$ cat src/rtl/shifter_pkg.sv
// Shared constants and encodings for the datapath barrel shifter.
package shifter_pkg;

  localparam int WIDTH = 32;
  localparam int SHW   = 5;

  localparam logic DIR_LEFT  = 1'b0;
  localparam logic DIR_RIGHT = 1'b1;

  localparam logic FILL_ZERO = 1'b0;
  localparam logic FILL_SIGN = 1'b1;

endpackage

$ cat src/rtl/shifter_unit_shift_stage.sv
// One level of the logarithmic barrel: optional right shift by a fixed distance.
module shift_stage
  import shifter_pkg::*;
#(
  parameter int WIDTH_P = WIDTH,
  parameter int DIST    = 1
) (
  input  logic [WIDTH_P-1:0] i_data,
  input  logic               i_en,
  input  logic               i_fill,
  output logic [WIDTH_P-1:0] o_data
);

  assign o_data = i_en ? {{DIST{i_fill}}, i_data[WIDTH_P-1:DIST]} : i_data;

endmodule

$ cat src/rtl/shifter_unit.sv
// 32-bit registered barrel shifter; left shifts reuse the right-shift core
// by bit-reversing the operand on the way in and the result on the way out.
module shifter_unit
  import shifter_pkg::*;
#(
  parameter int WIDTH = shifter_pkg::WIDTH,
  parameter int SHW   = shifter_pkg::SHW
) (
  input  logic             clk,
  input  logic             reset,
  input  logic [WIDTH-1:0] in,
  input  logic [SHW-1:0]   shift,
  input  logic             direction,
  input  logic             signex,
  output logic [WIDTH-1:0] out
);

  logic             w_is_right;
  logic             w_fill;
  logic [WIDTH-1:0] w_rev_in;
  logic [WIDTH-1:0] w_rev_out;
  logic [WIDTH-1:0] w_result;
  logic [WIDTH-1:0] w_stage [SHW+1];
  logic [WIDTH-1:0] r_out;

  assign w_is_right = (direction == DIR_RIGHT);

  // Sign fill only ever applies to arithmetic right shifts; left shifts
  // must shift zeros into the (reversed) top bits.
  assign w_fill = (w_is_right && (signex == FILL_SIGN)) ? in[WIDTH-1] : FILL_ZERO;

  for (genvar g = 0; g < WIDTH; g++) begin : g_rev
    assign w_rev_in[g]  = in[WIDTH-1-g];
    assign w_rev_out[g] = w_stage[SHW][WIDTH-1-g];
  end

  assign w_stage[0] = w_is_right ? in : w_rev_in;

  for (genvar k = 0; k < SHW; k++) begin : g_stage
    shift_stage #(
      .WIDTH_P (WIDTH),
      .DIST    (1 << k)
    ) u_stage (
      .i_data (w_stage[k]),
      .i_en   (shift[k]),
      .i_fill (w_fill),
      .o_data (w_stage[k+1])
    );
  end

  assign w_result = w_is_right ? w_stage[SHW] : w_rev_out;

  // NOTE: registered state is updated with non-blocking assignments so every
  // flop samples the pre-edge values regardless of process ordering.
  always_ff @(posedge clk) begin
    if (reset) r_out <= '0;
    else       r_out <= w_result;
  end

  assign out = r_out;

endmodule

$ cat config.mk
export PLATFORM = sky130hd
export DESIGN_NAME = shifter_unit
export DESIGN_NICKNAME = d
export VERILOG_FILES = /design/src/rtl/shifter_pkg.sv /design/src/rtl/shifter_unit_shift_stage.sv /design/src/rtl/shifter_unit.sv
export SDC_FILE = /design/constraint.sdc
export NUM_CORES = 1
export LEC_CHECK = 0
export ABC_AREA = 1
export BUFFER_PORTS_ARGS = -buffer_cell sky130_fd_sc_hd__buf_2
export CORE_MARGIN = 3
export CORE_UTILIZATION = 62
export CTS_CLUSTER_DIAMETER = 30
export DETAILED_ROUTE_END_ITERATION = 16
export PLACE_DENSITY = 0.95
export RECOVER_POWER = 100
export SLEW_MARGIN = 20
export SYNTH_ARGS = -nofsm -noshare
export SYNTH_HDL_FRONTEND = slang
export SYNTH_HIERARCHICAL = 1
export SYNTH_SLANG_ARGS = --single-unit
$ cat constraint.sdc
create_clock -name clk -period 4.5 [get_ports clk]
set_input_delay 1.35 -clock clk [delete_from_list [all_inputs] [get_ports clk]]
set_output_delay 1.35 -clock clk [all_outputs]
set_load 0.02 [all_outputs]
==> results of run 1 <==
==> metrics by stage <==
stage               power (W)  std cells  hold WS [ns]
global placement     0.000713        885          1.76
global route          0.00106        893          1.70
floorplan            0.000656        784          1.53
finish               0.000982        893          1.65
detailed placement   0.000720        885          1.76
CTS                  0.000985        893          1.64
==> final cells by class <==
cell class	count	share of cell area, %
inverters	55	5.71
clock inverters	2	0.883
repair buffers	74	8.42
multi-input cells	649	64.6
clock buffers	6	1.83
well taps	75	2.37
flip-flops and latches	32	16.2
==> critical path, cell delays in order <==
cell and delay (ns):
clkbuf_1 0.21, inv_1 0.38, o21ai_0 0.44, nand2_1 0.09, nand2_1 0.11, nand2_1 0.06
nand2_1 0.10, nand2_1 0.06, nand2_1 0.17, nand2_1 0.07, nand2_1 0.16, nand2_1 0.07
nand2_1 0.11, inv_1 0.05, nand2_1 0.05, nand2_1 0.06, nor2_1 0.11
==> report_power, final <==
group,internal [W],switching (W)
logic,0.000124,0.000281
registers,0.000305,0.00000530
clock network,0.000164,0.000103
==> cells by family (layout without fill, tap and decap cells) <==
group / after synthesis / in the layout
and+or+nand+nor: 619 / 619
AOI/OAI and AO/OA: 30 / 30
DFF: 32 / 32
buffers and inverters: 103 / 137
==> Yosys cell counts, drive strengths merged <==
master	number	share of area [%]
dfxtp	32	17
inv	55	5.9
nor2	65	6.3
buf	43	9.9
o21ai	30	3.9
nand2	554	56
clkbuf	5	1.3
==> metal layers <==
metal  routed length, um  share of wire, %
met5                   0                 0
met4                 260               2.9
met3                 640               7.1
met2                4250                47
met1                3900                43
==> worst min-delay path by stage <==
stage               slack [ns]          startpoint            endpoint
CTS                       1.64            shift[4]  out[23]$_SDFF_PP0_
global route              1.70            shift[4]  out[31]$_SDFF_PP0_
global placement          1.76  out[17]$_SDFF_PP0_             out[17]
floorplan                 1.53               reset  out[27]$_SDFF_PP0_
detailed placement        1.76  out[12]$_SDFF_PP0_             out[12]
finish                    1.65            shift[4]  out[23]$_SDFF_PP0_
==> results, run 1 <==
- Registers take between 600 and 700 sq um.
- The cell count after synthesis came out at a little under 800.
- The initial core utilization is ~64%.
- The max-cap check violation count is 0.
- Measured against its own limit, the worst slew margin works out to approximately 37%.
- The TritonCTS clock tree is yes.
- Summed over all failing endpoints, the final setup total negative slack is 0 ns.
- Detailed routing inserted a total of ~4400 vias.
- The repair_antennas step left the layout with diodes totalling 0.
- The flow ran to the end, and the final reports show no timing, DRC or antenna violations.
- The via count of the first global-routing pass came to about 3800.
- The library cells used most frequently in the layout, excluding fill and tap cells, are nand2_1, nor2_1, inv_1, buf_2, clkbuf_1.
- Yosys printed 6 warnings.
- The minimum clock period after layout is 3.42 ns.
- The buffer cell driving the clock tree root is clkbuf_8.
- The post-route netlist has 10.5% of its cells at a drive strength greater than 1.
- The standby leakage power is roughly 2.5 nW.
- The worst hold path stage count is 5.
- The first-pass GRT wire length is ~16 mm.
- In this run the worst hold path is classified as input pin to flip-flop.
- In this run the core area contains 28 standard-cell rows.
- For this run, the detailed router's first-pass iteration total came to 8.
- The final cell area excluding filler cells is ~0.004 sq mm.
- Measured against the total synthesized area, the mux share comes to 0%.
- The end-of-flow core utilization is about 66%.
- The HPWL after detailed placement is about 6.8 mm.
- After clock tree synthesis, the repair step resized 0 gates.
- The post-synthesis sequential element count is 32.
- Summed over all layers, the global routing overflow is 0.
- For this run, global-route usage on met1 was measured as between 30% and 40%.
- The initial detailed-routing violation count is 421.
- In this run the worst setup path begins at direction.
- The count of final max-slew check failures is 0.
- In this run the deepest clock path goes through 2 buffers.
- The register with the most flip-flops in the layout has 32 of them.
- The measured slew at the worst slew-check pin is roughly 0.94 ns.
- For this run, global-route usage on met3 was measured as under 10%.
- STA classifies the critical path startpoint as an input pin.
- After synthesis, the largest family of logic cells by area is simple AND/OR/NAND/NOR gates.
- The adder-cell share of the synthesized area is 0%.
- Entering global routing, the biggest net connects 66 pins.
- The required time at the endpoint of the critical path is approximately 4.7 ns.
- The commonest non-fill, non-tap cell in the layout is nand2_1.
- After synthesis, flip-flops and latches occupy 16.6% of the total area.
- Hold repair after CTS inserted 0 buffers.
- The critical path in this run is classified as input pin to flip-flop.
- The total nets after synthesis is 825.
- The fmax is between 200 and 300 MHz.
- For this run, design rule violations remaining after detail routing come to 0.
- The final count of hold timing violations is 0.
- Summing the areas of all compound-gate instances in the mapped netlist gives approximately 3.9% of the synthesized area.
- The overall die width is between 80 and 90 um.
- The total of endpoints with negative setup slack in the final report is 0.
- After layout, the worst setup slack is roughly 1.1 ns.
- Of all nets on the critical path, the largest fanout is 32.
- Averaged over all synthesized cells, the footprint is 4.93 sq um.
- The worst path uses between 70% and 80% of the clock period.
- The count of filler cells inserted in the layout is 603.
- Buffers inserted during clock tree synthesis total 5.
- Global routing used approximately a quarter of the available tracks.
- Before CTS, the worst setup slack after placement is 1.11 ns.
- Of the total synthesized cell area, the portion taken by XOR and XNOR cells is 0%.
- The global routing usage on met2 is a little under half.
- The final layout contains routed wiring with a total length of 9.06 mm.
- Input and output buffers added on the ports amount to 72.
- The mean number of vias per cell is ~4.9.
- The maximum VDD drop is about 0.00035 V.
- At the end of routability-driven placement, the weighted congestion stood at 1.02.
- In this run the count of I/O pins placed on the die edge is 73.
- The TritonCTS sink count is 32.
- Dividing total power by cell area gives a power density of ~250 mW/mm^2.
- The simple logic cell fraction of the synthesized area is 62.5%.
- The number of distinct library cell variants in the gate-level netlist after synthesis is 19.
- The timing endpoint of the critical path is out[0]$_SDFF_PP0_.
- After detailed routing, the average wire length per cell comes to between 10 and 15 um.
- After clock tree synthesis, the clock-pin slew on the worst setup and hold paths is around 0.070 ns.
- Setup repair after global routing left no endpoint under its margin.
- The multi-input combinational cells in the finished layout cover a total of between 0.002 and 0.003 sq mm.
- Summing every instance area after synthesis gives around 0.0039 sq mm.
- The number of nets in the layout is between 800 and 900.
- For the worst setup path, the data arrival time is approximately 3.7 ns.
- The initial antenna violation count is 0.
- The overall die height is 84.9 um.
- The number of post-CTS setup repair buffers is 0.
- STA classifies the critical path endpoint as a flip-flop.
- CTS built an H-tree with a depth of 2.
- The synthesis-to-layout area growth is 2.66%.
- The area of the core is approximately 0.006 sq mm.
- Once detail routing completed, the nets flagged for antenna violations numbered 0.
- The layer carrying the most global-route usage is met2.
- The area after detailed placement is a little under 0.004 sq mm.
- The area of the die is 0.00721 sq mm.
No activity file was read; power rests on OpenSTA's default activity.
==> inputs of run 2 (changes only) <==
--- a/config.mk
+++ b/config.mk
@@ -5,13 +5,13 @@
 export SDC_FILE = /design/constraint.sdc
 export NUM_CORES = 1
 export LEC_CHECK = 0
-export ABC_AREA = 1
+export ABC_AREA = 0
 export BUFFER_PORTS_ARGS = -buffer_cell sky130_fd_sc_hd__buf_2
 export CORE_MARGIN = 3
-export CORE_UTILIZATION = 62
+export CORE_UTILIZATION = 58
 export CTS_CLUSTER_DIAMETER = 30
 export DETAILED_ROUTE_END_ITERATION = 16
-export PLACE_DENSITY = 0.95
+export PLACE_DENSITY = 0.9
 export RECOVER_POWER = 100
 export SLEW_MARGIN = 20
 export SYNTH_ARGS = -nofsm -noshare
==> constraint.sdc (replaced) <==
create_clock -name clk -period 3.4 [get_ports clk]
set_input_delay 1.02 -clock clk [delete_from_list [all_inputs] [get_ports clk]]
set_output_delay 1.02 -clock clk [all_outputs]
set_load 0.02 [all_outputs]
==> results, run 2 <==
- The number of enable-type register cells in the synthesized netlist is 0 (unchanged).
- The number of cells upsized or downsized after cts is 0 (unchanged).
- The cell taking the most area after synthesis is mux2_4.
- The initial detailed-routing violation count came to 77 (-82%).
- The routed length per instance is 16.5 um (+63%).
- The measured slew at the worst slew-check pin was 0.562 ns (-0.378 ns).
- The library cell with the highest instance count after synthesis is mux2_4.
- STA classifies the critical path startpoint as an input pin.
- Setup repair after global routing left no endpoint under its margin.
- The maximum fanout along the worst path is 34 (+6.3%).
- The number of levels in the clock H-tree is 2 (unchanged).
- The global-route congestion overflow total is 0 (unchanged).
- The maximum number of pins on one net before global-route repair is 35 (-47%).
- The synthesized instance count is 320 (-59%).
- The average cell area after synthesis came to 13.5 sq um (+170%).
- The flow ran to the end, and the final reports show no timing, DRC or antenna violations.
- The antenna diode count is 0 (unchanged).
- The synthesis-to-layout area growth is 4.02%.
- The share of the cycle needed by the critical path after routing is 97.6%.
- The total of buffers placed on input and output ports is 72 (unchanged).
- The standby leakage power was 2.27 nW (-10%).
- The type of the worst setup path is input pin to flip-flop.
- The count of final max-slew check failures is 0 (unchanged).
- The overall die width is 92.3 um (+8.7%).
- The initial antenna violation count came to 0 (unchanged).
- The share of final-layout standard cells stronger than drive strength 1 is 61.6% (+51 points).
- The count of filler cells inserted in the layout was 571 (-5.3%).
- The required time at the endpoint of the critical path is 3.53 ns (-1.20 ns).
- The post-synthesis sequential element count came to 32 (unchanged).
- The fmax is roughly 300 MHz.
- The commonest non-fill, non-tap cell in the layout is mux2_4.
- The total clock buffers created by CTS was 5 (unchanged).
- The residual DRC count is 0 (unchanged).
- The register area is 641 sq um (unchanged).
- The minimum clock period after layout is around 3.3 ns.
- The sequential area share after synthesis is 14.8% (-1.8 points).
- The max-cap check violation count was 0 (unchanged).
- The worst max-slew margin expressed relative to the limit was 62.5% (+25 points).
- The first-pass detailed-route iteration total is 4 (-4).
- The path type of the worst min-delay path is input pin to flip-flop.
- The cell area after technology mapping is 0.00432 sq mm (+12%).
- The overall die height was 92.3 um (+8.7%).
- In this run the clock root is driven by a clkbuf_8.
- By count the netlist is led by mux2_4, dfxtp_1, mux2i_1, nor2_1, mux2_2.
- The proportion of synthesized flip-flops having asynchronous set or reset was 0% (unchanged).
- The maximum clock insertion buffer count is 2 (unchanged).
- The number of antenna-violating nets in the routed design is 0 (unchanged).
- The power per cell area is 339 mW/mm^2 (+37%).
- The TritonCTS clock tree is yes.
- The count of yosys warnings during synthesis is 6 (unchanged).
- The global-route usage over all layers came to 17.9% (-8.1 points).
- The total power after layout was 0.00153 W (+55%).
- The mean number of vias per cell was 5.35 (+8.5%).
- The final weighted congestion of routability-driven global placement came to 0.837 (-18%).
- The initial core utilization is 61.6% (-2.9 points).
- The arrival time of data at the critical path endpoint came to 3.45 ns (-0.20 ns).
- The quantity of hold-fixing buffers added after cts is 0 (unchanged).
- The maximum VDD drop was 0.000127 V (-64%).
- The total nets after synthesis came to 361 (-56%).
- The TritonCTS sink count is 32 (unchanged).
- The total number of placement rows is 30 (+7.1%).
- The via count of the first global-routing pass is 2587 (-33%).
- The routed wire length came to 7.82 mm (-14%).
- The setup total negative slack came to 0 ns (unchanged).
- The clock input transition at the sequential cells of the worst setup and hold paths is 0.07 ns (about the same).
- The number of flip-flops under the largest register name is 32 (unchanged).
- The final count of hold timing violations is 0 (unchanged).
- The number of post-CTS setup repair buffers is 0 (unchanged).
- The worst setup path is captured at a flip-flop.
- The area of the die is 0.00852 sq mm (+18%).
- The most used flip-flop cell after synthesis is dfxtp_1.
- The top-level port count is 73 (unchanged).
- The total of endpoints with negative setup slack in the final report is 0 (unchanged).
- Leaving out fill and tap cells, the most frequent cells in the layout are mux2_4, buf_2.
- The multi-input gate area in the final layout is 0.00319 sq mm (+24%).
- After synthesis, the cell types taking the most area are mux2_4, dfxtp_1, mux2i_1.
- The number of nets in the layout is 419 (-51%).
- The first-pass GRT wire length is 12.5 mm (-22%).
- The final HPWL from detailed placement is 6.45 mm (-5.8%).
- The area of the core is 0.00702 sq mm (+17%).
- The via count was 2537 (-42%).
- The number of distinct library cell variants in the gate-level netlist after synthesis was 10 (-9).
- The fraction of synthesized cell area taken by the top area cell type is 58.0% (+7.5 points).
## run 2: changes by cell type in the layout (fill, tap and decap cells not counted), sizes merged
cell and delta:
nand2 -554, mux2 +192, inv -55, nor2 -33, mux2i +32, o21ai -30
buf +9, and3 +1, bufinv -1, clkinv -1
## run 2: kinds of logic after synthesis
group	share of synthesized area (%)
buf+inv	10.3
simple gates	2.92
flops	14.8
mux	71.9
## run 2: worst max-delay path: stages
cell and delay (ns):
buf_6 0.30, mux2_2 0.39, mux2_2 0.28, mux2_2 0.28, mux2_4 0.29, mux2_1 0.34
mux2_1 0.33, mux2i_1 0.16, nor2_1 0.06
## run 2: per-layer routing
metal | vias to the layer above | wire [um] | global-route usage, %
li1 | 1269 | - | -
met1 | 1193 | 3410 | 20.5
met2 | 71 | 4070 | 34.7
met3 | 4 | 288 | 1.62
met4 | 0 | 53 | 5.07
met5 | - | 0 | 0
## run 2: metrics by stage
stage          worst slack [ns]  hold WS [ns]  std cells  area (sq um)  utilization [%]
5_1_grt                  0.0131          1.25        474          4500             64.0
6_report                 0.0820          1.22        474          4500             64.0
3_5_place_dp             -0.282          1.43        467          4480             63.9
4_1_cts                 0.00280          1.20        474          4580             65.3
3_3_place_gp             -0.225          1.44        467          4480             63.9
2_1_floorplan             0.148          1.09        320          4320                -
## run 2: area by class of cell
type,instances,area share (%)
clock buffer,7,2.14
multi-input combinational,257,70.9
sequential,32,14.2
tap,96,2.67
timing repair buffer,82,10.0
## run 2: path summary, 6_finish.rpt
kind | cells after the start | startpoint | slack (ns) | to
worst min-delay path | 2 | reset | 1.22 | out[18]$_SDFF_PP0_
worst max-delay path | 9 | direction | 0.08 | out[19]$_SDFF_PP0_
## run 2: report_power, final
group	total, W	switching, W	internal, W	leakage, nW
registers	0.000423	0.00000915	0.000414	0.264
logic	0.000801	0.000341	0.000460	1.96
clock network	0.000301	0.000121	0.000180	0.0503
total	0.00153	0.000471	0.00105	2.27
==> inputs of run 3 (changes only) <==
--- a/config.mk
+++ b/config.mk
@@ -7,8 +7,10 @@
 export LEC_CHECK = 0
 export ABC_AREA = 0
 export BUFFER_PORTS_ARGS = -buffer_cell sky130_fd_sc_hd__buf_2
+export CELL_PAD_IN_SITES_DETAIL_PLACEMENT = 1
+export CELL_PAD_IN_SITES_GLOBAL_PLACEMENT = 1
 export CORE_MARGIN = 3
-export CORE_UTILIZATION = 58
+export CORE_UTILIZATION = 47
 export CTS_CLUSTER_DIAMETER = 30
 export DETAILED_ROUTE_END_ITERATION = 16
 export PLACE_DENSITY = 0.9
==> constraint.sdc (replaced) <==
create_clock -name clk -period 3.4 [get_ports clk]
set_input_delay 0 -clock clk [delete_from_list [all_inputs] [get_ports clk]]
set_output_delay 0 -clock clk [all_outputs]
set_load 0.02 [all_outputs]
==> results, run 3 (same netlist as run 2, synthesis figures left out) <==
- The top-level port count came to 73 (unchanged).
- The worst hold path stage count came to 2 (unchanged).
- The startpoint of the lowest-slack hold path is reset.
- The maximum clock insertion buffer count is 2 (unchanged).
- The share of the cycle needed by the critical path after routing came to 82.6% (-15 points).
- The number of antenna-violating nets in the routed design was 0 (unchanged).
- The mean number of vias per cell is 5.30 (-0.93%).
- The routed length per instance came to 19.0 um (+15%).
- The overall die width is 102 um (+10%).
- The element type at the critical path end is a flip-flop.
- The maximum fanout along the worst path is 34 (unchanged).
- The count of final max-slew check failures is 0 (unchanged).
- The register area came to 641 sq um (unchanged).
- The standby leakage power came to 2.25 nW (-0.69%).
- The global-route congestion overflow total is 0 (unchanged).
- The worst max-slew margin expressed relative to the limit was 36.1% (-26 points).
- The share of final-layout standard cells stronger than drive strength 1 is 62.1% (+0.49 points).
- The area of the die came to 0.0104 sq mm (+22%).
- The maximum VDD drop came to 0.000174 V (+37%).
- The multi-input gate area in the final layout is 0.00321 sq mm (+0.71%).
- The total of buffers placed on input and output ports was 72 (unchanged).
- The final count of hold timing violations is 0 (unchanged).
- The minimum clock period after layout is 2.81 ns (-0.510 ns).
- The via count is 2561 (+0.95%).
- The global-route usage over all layers is 17.2% (-0.67 points).
- The first-pass detailed-route iteration total is 4 (unchanged).
- The number of levels in the clock H-tree is 2 (unchanged).
- The total clock buffers created by CTS is 5 (unchanged).
- The routed wire length was 9.18 mm (+17%).
- The measured slew at the worst slew-check pin was 0.959 ns (+0.397 ns).
- The area of the core is 0.00881 sq mm (+25%).
- The first-pass GRT wire length was 13.9 mm (+11%).
- The overall die height is 102 um (+10%).
- The total of endpoints with negative setup slack in the final report is 0 (unchanged).
- The number of nets in the layout was 415 (-0.95%).
- The library cell used most frequently in the layout, excluding fill and tap cells, is mux2_4.
- TritonCTS built the clock tree.
- The final weighted congestion of routability-driven global placement is 0.881 (+5.2%).
- The antenna diode count is 0 (unchanged).
- Clock tree synthesis selected as its root buffer the cell clkbuf_8.
- The library cells used most frequently in the layout, excluding fill and tap cells, are mux2_4, buf_2, clkbuf_1.
- The maximum number of pins on one net before global-route repair is 35 (unchanged).
- The arrival time of data at the critical path endpoint came to 2.95 ns (-0.50 ns).
- The run finished with clean final reports.
- The required time at the endpoint of the critical path is 3.55 ns (+0.02 ns).
- The path with the worst hold slack has its endpoint at out[2]$_SDFF_PP0_.
- The max-cap check violation count came to 0 (unchanged).
- Setup repair after global routing left no endpoint under its margin.
- The number of cells upsized or downsized after cts is 0 (unchanged).
- The residual DRC count was 0 (unchanged).
- The initial core utilization is 49.1% (-12 points).
- The number of flip-flops under the largest register name came to 32 (unchanged).
- The clock input transition at the sequential cells of the worst setup and hold paths is 0.07 ns (about the same).
- The path type of the worst min-delay path is input pin to flip-flop.
- The type of the worst setup path is input pin to flip-flop.
- The setup total negative slack came to 0 ns (unchanged).
- The TritonCTS sink count is 32 (unchanged).
- The fmax is 356 MHz (+18%).
- The total number of placement rows came to 34 (+13%).
- The count of filler cells inserted in the layout is 962 (+68%).
- The power per cell area is 357 mW/mm^2 (+5.3%).
- The quantity of hold-fixing buffers added after cts is 0 (unchanged).
- The final hold slack was 0.188 ns (-1.03 ns).
- The type of origin of the critical path is an input pin.
- The synthesis-to-layout area growth is 3.16%.
- The initial antenna violation count was 0 (unchanged).
- The initial detailed-routing violation count is 77 (unchanged).
- The number of post-CTS setup repair buffers was 0 (unchanged).
- The via count of the first global-routing pass is 2658 (+2.7%).
run 3: per-layer routing:
metal / global-route usage [%] / up-vias / share of wire (%)
met2: 34.1 / 63 / 52
li1: - / 1266 / -
met5: 0 / - / 0
met4: 6.05 / 0 / 1.9
met1: 19.0 / 1221 / 43
met3: 1.37 / 11 / 3.0
run 3: where the power goes:
group | internal [W] | switching (W) | total [W]
combinational | 0.000460 | 0.000353 | 0.000813
sequential | 0.000414 | 0.0000115 | 0.000426
clock | 0.000217 | 0.000137 | 0.000355
run 3: worst max path at each step:
stage / endpoint / startpoint / slack (ns) / depth (start not counted)
after global routing: out[6]$_SDFF_PP0_ / direction / 0.45 / 9
final: out[6]$_SDFF_PP0_ / direction / 0.59 / 9
after detailed placement: out[31]$_SDFF_PP0_ / direction / 0.72 / 9
after CTS: out[31]$_SDFF_PP0_ / direction / 1.00 / 9
after global placement: out[31]$_SDFF_PP0_ / direction / 0.80 / 9
after floorplan: out[25]$_SDFF_PP0_ / direction / 1.17 / 10
run 3: cell type report:
| cell class | count | share of cell area, % |
|---|---|---|
| clock inverter | 2 | 0.786 |
| tap | 108 | 3.03 |
| timing repair buffer | 78 | 8.20 |
| sequential | 32 | 14.4 |
| multi-input combinational | 257 | 72.0 |
| clock buffer | 6 | 1.63 |
run 3: metrics by stage:
step | power [W] | area, sq um | utilization (%) | setup WS, ns | std cells
after floorplan | 0.00114 | 4320 | - | 1.17 | 320
after global placement | 0.00124 | 4420 | 50.2 | 0.799 | 475
after detailed placement | 0.00127 | 4420 | 50.2 | 0.718 | 475
after CTS | 0.00163 | 4530 | 51.4 | 1.00 | 483
after global routing | 0.00168 | 4460 | 50.6 | 0.451 | 483
final | 0.00159 | 4460 | 50.6 | 0.592 | 483
run 3: critical path, stage by stage:
cell      delay [ns]
clkbuf_2        0.70
mux2_1          0.42
mux2_1          0.32
mux2_1          0.34
mux2_4          0.30
mux2_1          0.34
mux2_1          0.33
mux2i_1         0.14
nor2_1          0.06
